==> src/rtl/boolean_lut_pkg.sv <==
// Shared sizing helpers and named truth-table constants for the Boolean LUT evaluator.
package boolean_lut_pkg;

  // Truth-table width for an n_in-variable function.
  function automatic int tt_w(input int n_in);
    return 1 << n_in;
  endfunction

  // Table-select width: at least one bit, even when there is a single table.
  function automatic int sel_w(input int n_out);
    return (n_out > 1) ? $clog2(n_out) : 1;
  endfunction

  localparam int N_IN_DEFAULT  = 4;
  localparam int N_OUT_DEFAULT = 5;
  localparam int SEL_W_DEFAULT = sel_w(N_OUT_DEFAULT);

  // Index bit 3 is variable a, bit 2 is b, bit 1 is c.
  localparam logic [15:0] TT_XOR_AB  = 16'h0FF0;
  localparam logic [15:0] TT_MAJ_ABC = 16'hFCC0;

endpackage

==> src/rtl/boolean_lut_cell.sv <==
// One output's truth-table register plus its combinational index mux.
module boolean_lut_cell
  import boolean_lut_pkg::*;
#(
  parameter  int N_IN = 4,
  localparam int TT_W = tt_w(N_IN)
) (
  input  logic            clk,
  input  logic            rst,
  input  logic            i_we,
  input  logic [TT_W-1:0] i_tt,
  input  logic [N_IN-1:0] i_idx,
  output logic            o_y
);

  logic [TT_W-1:0] r_tt;

  always_ff @(posedge clk) begin
    if (rst) begin
      r_tt <= '0;
    end else if (i_we) begin
      r_tt <= i_tt;
    end
  end

  // TT_W == 2**N_IN, so every index value selects a real table bit.
  assign o_y = r_tt[i_idx];

endmodule

==> src/rtl/boolean_lut_eval.sv <==
// Pipelined programmable N_IN-input / N_OUT-output Boolean evaluator with valid/ready on both sides.
// Define BOOL_LUT_EVAL_CNT_EN to add the 16-bit eval_cnt output-transfer counter port.
module boolean_lut_eval
  import boolean_lut_pkg::*;
#(
  parameter  int N_IN  = N_IN_DEFAULT,
  parameter  int N_OUT = N_OUT_DEFAULT,
  localparam int TT_W  = tt_w(N_IN),
  localparam int SEL_W = sel_w(N_OUT)
) (
  input  logic             clk,
  input  logic             rst,
  input  logic             in_valid,
  output logic             in_ready,
  input  logic [N_IN-1:0]  in_vars,
  output logic             out_valid,
  input  logic             out_ready,
  output logic [N_OUT-1:0] out_y,
  input  logic             cfg_we,
  input  logic [SEL_W-1:0] cfg_sel,
  input  logic [TT_W-1:0]  cfg_tt
`ifdef BOOL_LUT_EVAL_CNT_EN
  ,
  output logic [15:0]      eval_cnt
`endif
);

  logic             w_in_fire;
  logic             w_out_fire;
  logic [N_OUT-1:0] w_we;
  logic [N_OUT-1:0] w_y;
  logic             r_valid;
  logic [N_OUT-1:0] r_y;

  // A config write blocks input so each result sees exactly one table generation.
  assign in_ready   = !cfg_we && (!r_valid || out_ready);
  assign w_in_fire  = in_valid && in_ready;
  assign w_out_fire = r_valid && out_ready;

  generate
    for (genvar gi = 0; gi < N_OUT; gi++) begin : g_cell
      // Out-of-range cfg_sel values match no cell and are silently dropped.
      assign w_we[gi] = cfg_we && (cfg_sel == SEL_W'(gi));

      boolean_lut_cell #(
        .N_IN (N_IN)
      ) u_cell (
        .clk   (clk),
        .rst   (rst),
        .i_we  (w_we[gi]),
        .i_tt  (cfg_tt),
        .i_idx (in_vars),
        .o_y   (w_y[gi])
      );
    end
  endgenerate

  always_ff @(posedge clk) begin
    if (rst) begin
      r_valid <= 1'b0;
      r_y     <= '0;
    end else if (w_in_fire) begin
      r_valid <= 1'b1;
      r_y     <= w_y;
    end else if (w_out_fire) begin
      r_valid <= 1'b0;
    end
  end

  assign out_valid = r_valid;
  assign out_y     = r_y;

`ifdef BOOL_LUT_EVAL_CNT_EN
  logic [15:0] r_cnt;

  always_ff @(posedge clk) begin
    if (rst) begin
      r_cnt <= '0;
    end else if (w_out_fire) begin
      r_cnt <= r_cnt + 16'd1;
    end
  end

  assign eval_cnt = r_cnt;
`endif

endmodule

==> config.mk <==
export PLATFORM = sky130hd
export DESIGN_NAME = boolean_lut_eval
export DESIGN_NICKNAME = d
export VERILOG_FILES = /design/src/rtl/boolean_lut_pkg.sv /design/src/rtl/boolean_lut_cell.sv /design/src/rtl/boolean_lut_eval.sv
export SDC_FILE = /design/constraint.sdc
export NUM_CORES = 1
export LEC_CHECK = 0
export CORE_MARGIN = 2
export CORE_UTILIZATION = 60
export CTS_BUF_LIST = sky130_fd_sc_hd__clkbuf_8
export DETAILED_ROUTE_END_ITERATION = 8
export PLACE_DENSITY_LB_ADDON = 0.05
export SYNTH_ARGS = -nofsm -noshare
export SYNTH_HDL_FRONTEND = slang
export SYNTH_SLANG_ARGS = --single-unit
==> constraint.sdc <==
create_clock -name clk -period 2.6 [get_ports clk]
set_input_delay 0.26 -clock clk [delete_from_list [all_inputs] [get_ports clk]]
set_output_delay 0.26 -clock clk [all_outputs]
set_load 0.01 [all_outputs]
## Word-level counts from Yosys, hierarchy flattened

Index checks and enable logic that the tools add are counted.

- Register bits after elaboration: 86
- Input bits: 28
- Output and inout port bits: 7
- Word-level logic and storage cells: 37

- Magnitude comparators: 1
- Equal/unequal tests: 4
- Muxes and demuxes: 12
- Reductions and logical operators: 13

Operators by type and width:

| kind | count |
|---|---|
| $bmux W1 S4 | 5 |
| $logic_and A1 B1 Y1 | 8 |
| $mux W1 | 7 |
| $eq A3 B2 Y1 const B | 2 |
| $lt A4 B5 Y1 const B | 1 |
| $eq A3 B1 Y1 const B | 1 |
| $eq A3 B3 Y1 const B | 1 |
| $logic_not A3 Y1 | 1 |
| $logic_not A1 Y1 | 2 |
| $reduce_bool A2 Y1 | 1 |
| $logic_or A1 B1 Y1 | 1 |

## Logic depth before layout (Yosys ltp)

Gate-level depths: netlist of the first run.

- Word-level depth: 5
- Depth in mapped cells: 7
- Mapped depth without buffers: 4

## Hierarchy

A second synthesis of the first run with hierarchy kept.

- Cell total of the unflattened synthesis: 329
- Area total of the unflattened synthesis: 3793.6 um^2

Modules (own cells, without submodules):

| module | instances | cells an instance | area each (um^2) |
|---|---|---|---|
| boolean_lut_cell | 5 | 59 | 693.2 |
| boolean_lut_eval | 1 | 34 | 327.8 |

## Worst setup path after synthesis of the first run

No wires, ideal clock.

- Path kind: input -> register
- Start: in in_vars[0]
- End: reg r_y[0] (netlist: out_y[0])
- Setup time: 124 ps
- Arrival time: 1330 ps
- Setup slack: 1146 ps
- Stages on the path: 4
- Path buffers: 1
- Cell sequence: buf_2 -> mux4_1 -> a211oi_1 -> nor4_1

- Longest elaborated chain between the ends: 2

RTL lines:

| item | line | source |
|---|---|---|
| start: declaration | boolean_lut_eval.sv:15 | `input logic [N_IN-1:0] in_vars,` |
| $bmux W1 S4 | boolean_lut_cell.sv:27 | `assign o_y = r_tt[i_idx];` |
| $mux W1 (implied by the code) | boolean_lut_cell.sv:27 |  |
| end signal: assignment | boolean_lut_eval.sv:64 | `r_y <= w_y;` |
| end: declaration | boolean_lut_eval.sv:33 | `logic [N_OUT-1:0] r_y;` |

No other way between the ends. The select of a mux whose other input is x is not followed.
A chain may end at the register's enable or synchronous reset.

## Worst setup path after layout of the first run

- Start: in cfg_we
- End: reg g_cell[0].u_cell.r_tt[11]

- Longest elaborated chain between the ends: 1

RTL lines:

| item | line | source |
|---|---|---|
| start: declaration | boolean_lut_eval.sv:19 | `input logic cfg_we,` |
| $logic_and A1 B1 Y1 | boolean_lut_eval.sv:43 | `assign w_we[gi] = cfg_we && (cfg_sel == SEL_W'(gi));` |
| end signal: assignment | boolean_lut_cell.sv:22 | `r_tt <= i_tt;` |
| end: declaration | boolean_lut_cell.sv:16 | `logic [TT_W-1:0] r_tt;` |

No other way between the ends.

==> results.toml, run 1 <==
[timing]
hold_viol_final = 0
finClkSkew_ps = 9.879
fin_ws_ps = 769.4
min_period_ps = 1831
relSlewSlack_pct = 49.56
final-max-slew-violation-count = 0
worstMarginPinSlew_ps = 756.5
setup-violations-final = 0
final.setup.tns_ps = 0
fmax_mhz = 546.3
post-route-period-util_pct = 70.41
rsz0062_at_grt = "false"

[floorplan]
rows = 28
dieArea_um2 = 6833
initial_utilization_pct = 62.33
die_w_um = 82.66
die_height_um = 82.66
num_io_pins = 35
core_area_um2 = 5956

[placed_design]
pre_cts_slack_ps = 420.0
gp_congestion = 0.8442
numPortBuffers = 34
dp_hpwl_mm = 6.151

[finish]
area_growth_pct = 15.98
final_cell_mix = "nand2_1 (161), dfxtp_1 (86), a21oi_1 (81), clkdlybuf4s50_1 (33), buf_4 (13)"
final_common_cell = "nand2_1"
nFillCells = 500
diodes = 0
utilization_pct = 72.29
drive_gt1_share_pct = 8.932
fin_nets = 482

[clock_network]
cts_hold_buf = 0
clk_latency_ps = 360
ctsResizeCount = 0
cts_buffer_depth = 2
h-tree-depth = 3
path_clk_slew_ps = 80
clock_sinks = 86
cts-root-buf = "clkbuf_8"
cts_tree = "yes"
postCtsSetupRepairBufs = 0
numCtsBuffers = 9

[detailed_routing]
drt_pass1_iterations = 4
routed_via_density = 5.818
final_antenna_net_count = 0
wl_mm = 9.246
post_drt_wl_per_cell_um = 17.31
drt_iter0_markers = 222
drc = 0
vias = 3107

[status]
status = "complete, no violations"

[worst_setup_path]
criticalPathCategory = "primary input to flop"
cp_slowest_stage_delay_ps = 540
crit_path_frequent_cell = "nand2_1"
cp_cell_sequence = "clkdlybuf4s50_1, nor2b_1, nand2_1, nand2_1, a21oi_1"
cp.required_ps = 2810
cp-end-kind = "flop"
crit_fanout = 16
worstPathArrival_ps = 2040
cpMaxStageDelayCell = "clkdlybuf4s50_1"
r2r_cells = 4
cp-start-kind = "primary input"

[synthesis]
synth_seq_cells = 86
synthAdderAreaFrac_pct = 0
synth-xor-area-share_pct = 0
synth_nets = 454
synth_compound_area_share_pct = 11.93
syn_inst = 426
synthSimpleGateAreaFrac_pct = 22.51
synth_top_family_by_area = "simple AND/OR/NAND/NOR gates"
syn-cell-area_um2 = 3712
synth_cell_types = 23
synth-seq-area-share_pct = 46.38
synthMuxAreaShare_pct = 14.49
synth.avg_cell_area_um2 = 8.714
ys_warn_count = 0

[grt]
grt-ovfl-total = 0
grt_pass1_vias = 2847
grt_start_max_net_pins = 39
grt_usage_pct = 29.01
grt_pass1_wl_mm = 14.46
grt_antenna_before_repair = 0

[power]
power_density_nw_per_um2 = 593.9
irDropWorstVdd_mv = 0.5295
leakage_nw = 1.525

[min_path]
hold_depth = 2
hold_class = "flop to flop"

[run]
cap_violations = 0
## where the power goes
group	switching (mW)	leakage [nW]	internal (mW)
combinational	0.137	0.729	0.114
clock	0.476	0.0997	0.466
sequential	0.0161	0.696	1.35
total	0.629	1.53	1.93
## synthesized netlist by cell type
cell type / n / area, um^2
buf_4: 6 / 45.04
nand4b_1: 1 / 8.760
mux4_2: 10 / 225.2
nor4_1: 10 / 62.56
a21oi_1: 81 / 405.4
and2_1: 1 / 6.260
nor2_1: 1 / 3.750
nand3_1: 2 / 10.01
nand3b_1: 3 / 22.52
dfxtp_1: 86 / 1722
nand2b_1: 6 / 37.54
nand2_1: 161 / 604.3
buf_6: 2 / 22.52
mux4_1: 10 / 262.8
nor2b_1: 8 / 50.05
clkbuf_1: 13 / 48.80
mux2i_1: 5 / 50.05
and3b_1: 2 / 17.52
a211oi_1: 5 / 37.54
and3_1: 2 / 12.51
clkbuf_4: 1 / 7.510
clkbuf_2: 1 / 5.000
buf_2: 9 / 45.04
## worst paths after layout
kind / start / to / slack (ps)
hold / removal: g_cell[3].u_cell.r_tt[1] / g_cell[3].u_cell.r_tt[1] / 450
setup / recovery: cfg_we / g_cell[0].u_cell.r_tt[11] / 770
setup reg to reg: g_cell[1].u_cell.r_tt[9] / out_y[1] / 1170
hold reg to reg: g_cell[3].u_cell.r_tt[1] / g_cell[3].u_cell.r_tt[1] / 450
## final cells by class
cell class	count	area, um^2	area share (%)
Multi-Input combinational cell	308	1817	42.20
Sequential cell	86	1722	39.99
Timing Repair Buffer	49	473.0	10.99
Clock buffer	10	137.6	3.197
Tap cell	75	93.84	2.180
Clock inverter	6	62.56	1.453
## metrics by stage
stage	instance area [um^2]	instances	hold slack [ps]	power, mW
after floorplan	3712	426	395.6	1.524
after global placement	4105	518	438.1	1.638
after detailed placement	4105	518	443.1	1.643
after CTS	4305	534	454.9	2.573
after global routing	4305	534	475.1	2.641
final	4305	534	453.7	2.557
## cells by family after synthesis
family	after synthesis
buffers and inverters	32
multiplexers	25
AND/OR/NAND/NOR	197
AO/OA/AOI/OAI	86
flip-flops	86
## sequential cells by signal, indices dropped and copies added, names as in the netlist
| register | flops |
|---|---|
| out_valid | 1 |
| out_y | 5 |
| g_cell.u_cell.r_tt | 80 |
## worst max-delay path: cells and delay by family
kind | cells | cell delay (ps)
compound gates | 1 | 90
buf+inv | 1 | 540
simple gates | 3 | 1140
## per-layer routing
metal | GRT usage [%] | share of wire (%) | vias up
met4 | 9.016 | 1.1 | 0
li1 | - | - | 1511
met3 | 6.087 | 7.5 | 10
met5 | 0 | 0 | -
met1 | 38.30 | 42 | 1481
met2 | 47.98 | 49 | 105
(Power assumes the default switching activity.)
==> run 2: changes to the inputs <==
--- a/config.mk
+++ b/config.mk
@@ -6,7 +6,7 @@
 export NUM_CORES = 1
 export LEC_CHECK = 0
 export CORE_MARGIN = 2
-export CORE_UTILIZATION = 60
+export CORE_UTILIZATION = 59
 export CTS_BUF_LIST = sky130_fd_sc_hd__clkbuf_8
 export DETAILED_ROUTE_END_ITERATION = 8
 export PLACE_DENSITY_LB_ADDON = 0.05
==> constraint.sdc (replaced) <==
create_clock -name clk -period 1.8 [get_ports clk]
set_input_delay 0.18 -clock clk [delete_from_list [all_inputs] [get_ports clk]]
set_output_delay 0.18 -clock clk [all_outputs]
set_load 0.01 [all_outputs]
==> results.toml, run 2 (synthesized netlist as in run 1, its figures left out) <==
[timing]
post-route-period-util_pct = 94.47
finClkSkew_ps = 11.04
setup-violations-final = 0
fmax_mhz = 588.1
rsz0062_at_grt = "false"
relSlewSlack_pct = 56.93
min_period_ps = 1700
hold_viol_final = 0
worstMarginPinSlew_ps = 646.0
final-max-slew-violation-count = 0
fin_ws_ps = 99.52

[worst_setup_path]
cp_slowest_stage_delay_ps = 550
worstPathArrival_ps = 1520
cpMaxStageDelayCell = "clkdlybuf4s50_1"
criticalPathCategory = "flop to output pin"
crit_fanout = 4
worst-path-buf-inv = 1
cp.required_ps = 1620
cp_cell_sequence = "nand2b_1, nor2b_1, clkdlybuf4s50_1"
cp-start-kind = "flop"
cp-end-kind = "output pin"
cp_top_family = "buffers and inverters"

[power]
power_mw = 3.735
leakage_nw = 1.602
irDropWorstVdd_mv = 0.9443
power_density_nw_per_um2 = 832.1

[finish]
fin_nets = 492
area_growth_pct = 20.93
final_common_cell = "nand2_1"
diodes = 0
largest_reg_flops = 80
top_register = "g_cell.u_cell.r_tt"
final_cell_mix = "nand2_1 (161), dfxtp_1 (86), a21oi_1 (81), clkdlybuf4s50_1 (33), buf_4 (14)"
drive_gt1_share_pct = 11.09

[placed_design]
pre_cts_slack_ps = -282.8
dp_hpwl_mm = 6.842
gp_congestion = 0.8669
numPortBuffers = 34

[detailed_routing]
drc = 0
wl_mm = 9.795
final_antenna_net_count = 0
drt_iter0_markers = 303
post_drt_wl_per_cell_um = 18.01
drt_pass1_iterations = 4
vias = 3258
routed_via_density = 5.989

[min_path]
hold_class = "primary input to flop"

[run]
cap_violations = 0

[clock_network]
clk_latency_ps = 370
numCtsBuffers = 9
ctsResizeCount = 0
h-tree-depth = 3
cts_tree = "yes"
clock_sinks = 86
path_clk_slew_ps = 80
cts-root-buf = "clkbuf_8"
cts_buffer_depth = 2
cts_hold_buf = 0
postCtsSetupRepairBufs = 0

[floorplan]
die_height_um = 83.32
dieArea_um2 = 6942
initial_utilization_pct = 61.97
num_io_pins = 35
core_area_um2 = 5991
rows = 28
die_w_um = 83.32

[status]
status = "complete, no violations"

[grt]
grt_pass1_vias = 3116
grt-ovfl-total = 0
grt_usage_pct = 29.89
grt_antenna_before_repair = 1
grt_start_max_net_pins = 29
grt_pass1_wl_mm = 15.99
==> run 2: changes by cell type in the layout (fill, tap and decap cells not counted) <==
| cell | delta |
|---|---|
| inv_1 | -1 |
| clkbuf_8 | -1 |
| clkinv_2 | +1 |
| inv_6 | +1 |
| buf_12 | +9 |
| buf_4 | +1 |
==> run 2: worst reg2reg max path, cell delays in order (launching register included) <==
cell	delay, ps
dfxtp_1	320
mux4_2	450
nor2b_1	140
a211oi_1	280
nor4_1	100
==> run 2: worst paths after layout <==
kind / from / endpoint / slack, ps / depth (start not counted)
setup / recovery: out_valid / in_ready / 100 / 3
hold / removal: rst / g_cell[1].u_cell.r_tt[0] / 350 / 2
setup reg to reg: g_cell[0].u_cell.r_tt[11] / out_y[0] / 370 / 4
hold reg to reg: g_cell[3].u_cell.r_tt[9] / g_cell[3].u_cell.r_tt[9] / 460 / 2
==> run 2: per-layer routing <==
metal  vias to the layer above  routed length [um]  track usage, %
met5                         -                  13               0
met4                         2                 220           12.82
met3                        23                 762           5.765
met2                       154                4442           45.53
met1                      1543                4355           41.73
li1                       1536                   -               -
==> run 2: power by group <==
part           internal (mW)  switching, mW
Combinational          0.197          0.204
Clock                  0.643          0.718
Sequential              1.95         0.0270
Total                   2.79          0.949
==> run 2: area by class of cell <==
class | count | area [um^2]
Clock buffer | 9 | 123.9
Clock inverter | 7 | 72.57
Fill cell | 452 | 1501
Multi-Input combinational cell | 308 | 1817
Sequential cell | 86 | 1722
Tap cell | 75 | 93.84
Timing Repair Buffer | 59 | 660.6
==> run 2: through the flow <==
stage          cells  TNS, ps  area (um^2)  hold WS [ps]  util (%)
2_1_floorplan    426        0         3712         315.6         -
3_3_place_gp     528    -1083         4293         440.0     71.66
3_5_place_dp     528    -1185         4293         446.9     71.66
4_1_cts          544        0         4489         343.4     74.94
5_1_grt          544        0         4489         371.4     74.94
6_report         544        0         4489         352.4     74.94
==> run 3: changes to the inputs <==
--- a/config.mk
+++ b/config.mk
@@ -9,6 +9,7 @@
 export CORE_UTILIZATION = 59
 export CTS_BUF_LIST = sky130_fd_sc_hd__clkbuf_8
 export DETAILED_ROUTE_END_ITERATION = 8
+export MAX_ROUTING_LAYER = met4
 export PLACE_DENSITY_LB_ADDON = 0.05
 export SYNTH_ARGS = -nofsm -noshare
 export SYNTH_HDL_FRONTEND = slang
==> results.toml, run 3 (synthesized netlist as in run 1, its figures left out) <==
[status]
status = "complete, no violations"

[min_path]
hp-start = "rst"
hold_depth = 2
min_to = "g_cell[2].u_cell.r_tt[1]"
hold_class = "primary input to flop"

[worst_setup_path]
cp-start-kind = "flop"
criticalPathCategory = "flop to output pin"
cp-end-kind = "output pin"
r2r-start = "g_cell[0].u_cell.r_tt[11]"
r2r_cells = 4
crit_fanout = 4
cp.required_ps = 1620
worstPathArrival_ps = 1520
reg2reg_to = "out_y[0]"
ff2ff_setup_slack_ps = 370

[detailed_routing]
drt_pass1_iterations = 5
wl_mm = 9.855
drt_iter0_markers = 339
final_antenna_net_count = 0
vias = 3281
drc = 0
routed_via_density = 6.020
post_drt_wl_per_cell_um = 18.08

[timing]
fmax_mhz = 587.8
hold_viol_final = 0
post-route-period-util_pct = 94.52
worstMarginPinSlew_ps = 648.4
min_period_ps = 1701
finClkSkew_ps = 9.964
relSlewSlack_pct = 56.77
final-max-slew-violation-count = 0
rsz0062_at_grt = "false"
setup-violations-final = 0

[finish]
area_growth_pct = 21.00
nFillCells = 451
seq_area_um2 = 1722
top_register = "g_cell.u_cell.r_tt"
stdcell_count = 545
multi_input_area_um2 = 1817
utilization_pct = 74.98
largest_reg_flops = 80
final_common_cell = "nand2_1"
drive_gt1_share_pct = 11.09
final_cell_mix = "nand2_1 (161), dfxtp_1 (86), a21oi_1 (81), clkdlybuf4s50_1 (33), buf_4 (14)"
fin_nets = 492

[grt]
grt_pass1_vias = 3110
grt_usage_pct = 30.86
grt_antenna_before_repair = 1
grt-ovfl-total = 0
grt_start_max_net_pins = 29
grt_pass1_wl_mm = 16.04

[power]
leakage_nw = 1.602
power_mw = 3.734
irDropWorstVdd_mv = 0.9604
power_density_nw_per_um2 = 831.2

[floorplan]
die_w_um = 83.32
core_area_um2 = 5991
initial_utilization_pct = 61.97
num_io_pins = 35
dieArea_um2 = 6942
die_height_um = 83.32
rows = 28

[clock_network]
ctsResizeCount = 0
cts_buffer_depth = 2
cts_hold_buf = 0
clk_latency_ps = 360
numCtsBuffers = 9
path_clk_slew_ps = 80
h-tree-depth = 3
cts-root-buf = "clkbuf_8"
cts_tree = "yes"
clock_sinks = 86
postCtsSetupRepairBufs = 0

[placed_design]
dp_cells = 528
numPortBuffers = 34
dp_hpwl_mm = 6.842
gp_congestion = 0.8810

[run]
cap_violations = 0
run 3: cell count changes in the layout (fill, tap and decap cells not counted), sizes merged:
cell   change
diode      +1
run 3: routing by layer:
| layer | global-route usage, % | vias up | part of all wire (%) |
|---|---|---|---|
| met4 | 12.82 | 0 | 2.3 |
| met5 | - | - | 0 |
| met1 | 42.25 | 1554 | 44 |
| met2 | 45.31 | 166 | 45 |
| li1 | - | 1537 | - |
| met3 | 5.765 | 24 | 8.6 |
run 3: final cells by class:
class	instances	share of cell area, %
Multi-Input combinational cell	308	40.45
Sequential cell	86	38.33
Timing Repair Buffer	59	14.71
Clock buffer	9	2.758
Tap cell	75	2.089
Clock inverter	7	1.616
Antenna cell	1	0.05571
run 3: critical path, cell delays in order (launching register included):
cell and delay [ps]:
dfxtp_1 320, nand2b_1 130, nor2b_1 160, clkdlybuf4s50_1 550
run 3: worst max path at each step:
stage | from | to
2_1_floorplan | in_vars[0] | out_y[0]
3_3_place_gp | in_vars[0] | out_y[4]
3_5_place_dp | in_vars[0] | out_y[4]
4_1_cts | out_valid | in_ready
5_1_grt | in_vars[0] | out_y[1]
6_report | out_valid | in_ready
run 3: report_power, final:
part           switching, mW  leakage, nW  total (mW)  internal (mW)
Clock                  0.716       0.0956        1.36          0.643
Sequential            0.0274        0.696        1.97           1.95
Combinational          0.205        0.810       0.401          0.197
Total                  0.948         1.60        3.73           2.79
run 3: through the flow:
step	hold WS [ps]	area, um^2	setup TNS (ps)	setup WS, ps
2_1_floorplan	315.6	3712	0	426.1
3_3_place_gp	440.0	4293	-1083	-267.4
3_5_place_dp	446.9	4293	-1185	-282.8
4_1_cts	343.4	4489	0	77.76
5_1_grt	380.1	4492	0	28.59
6_report	358.0	4492	0	98.64
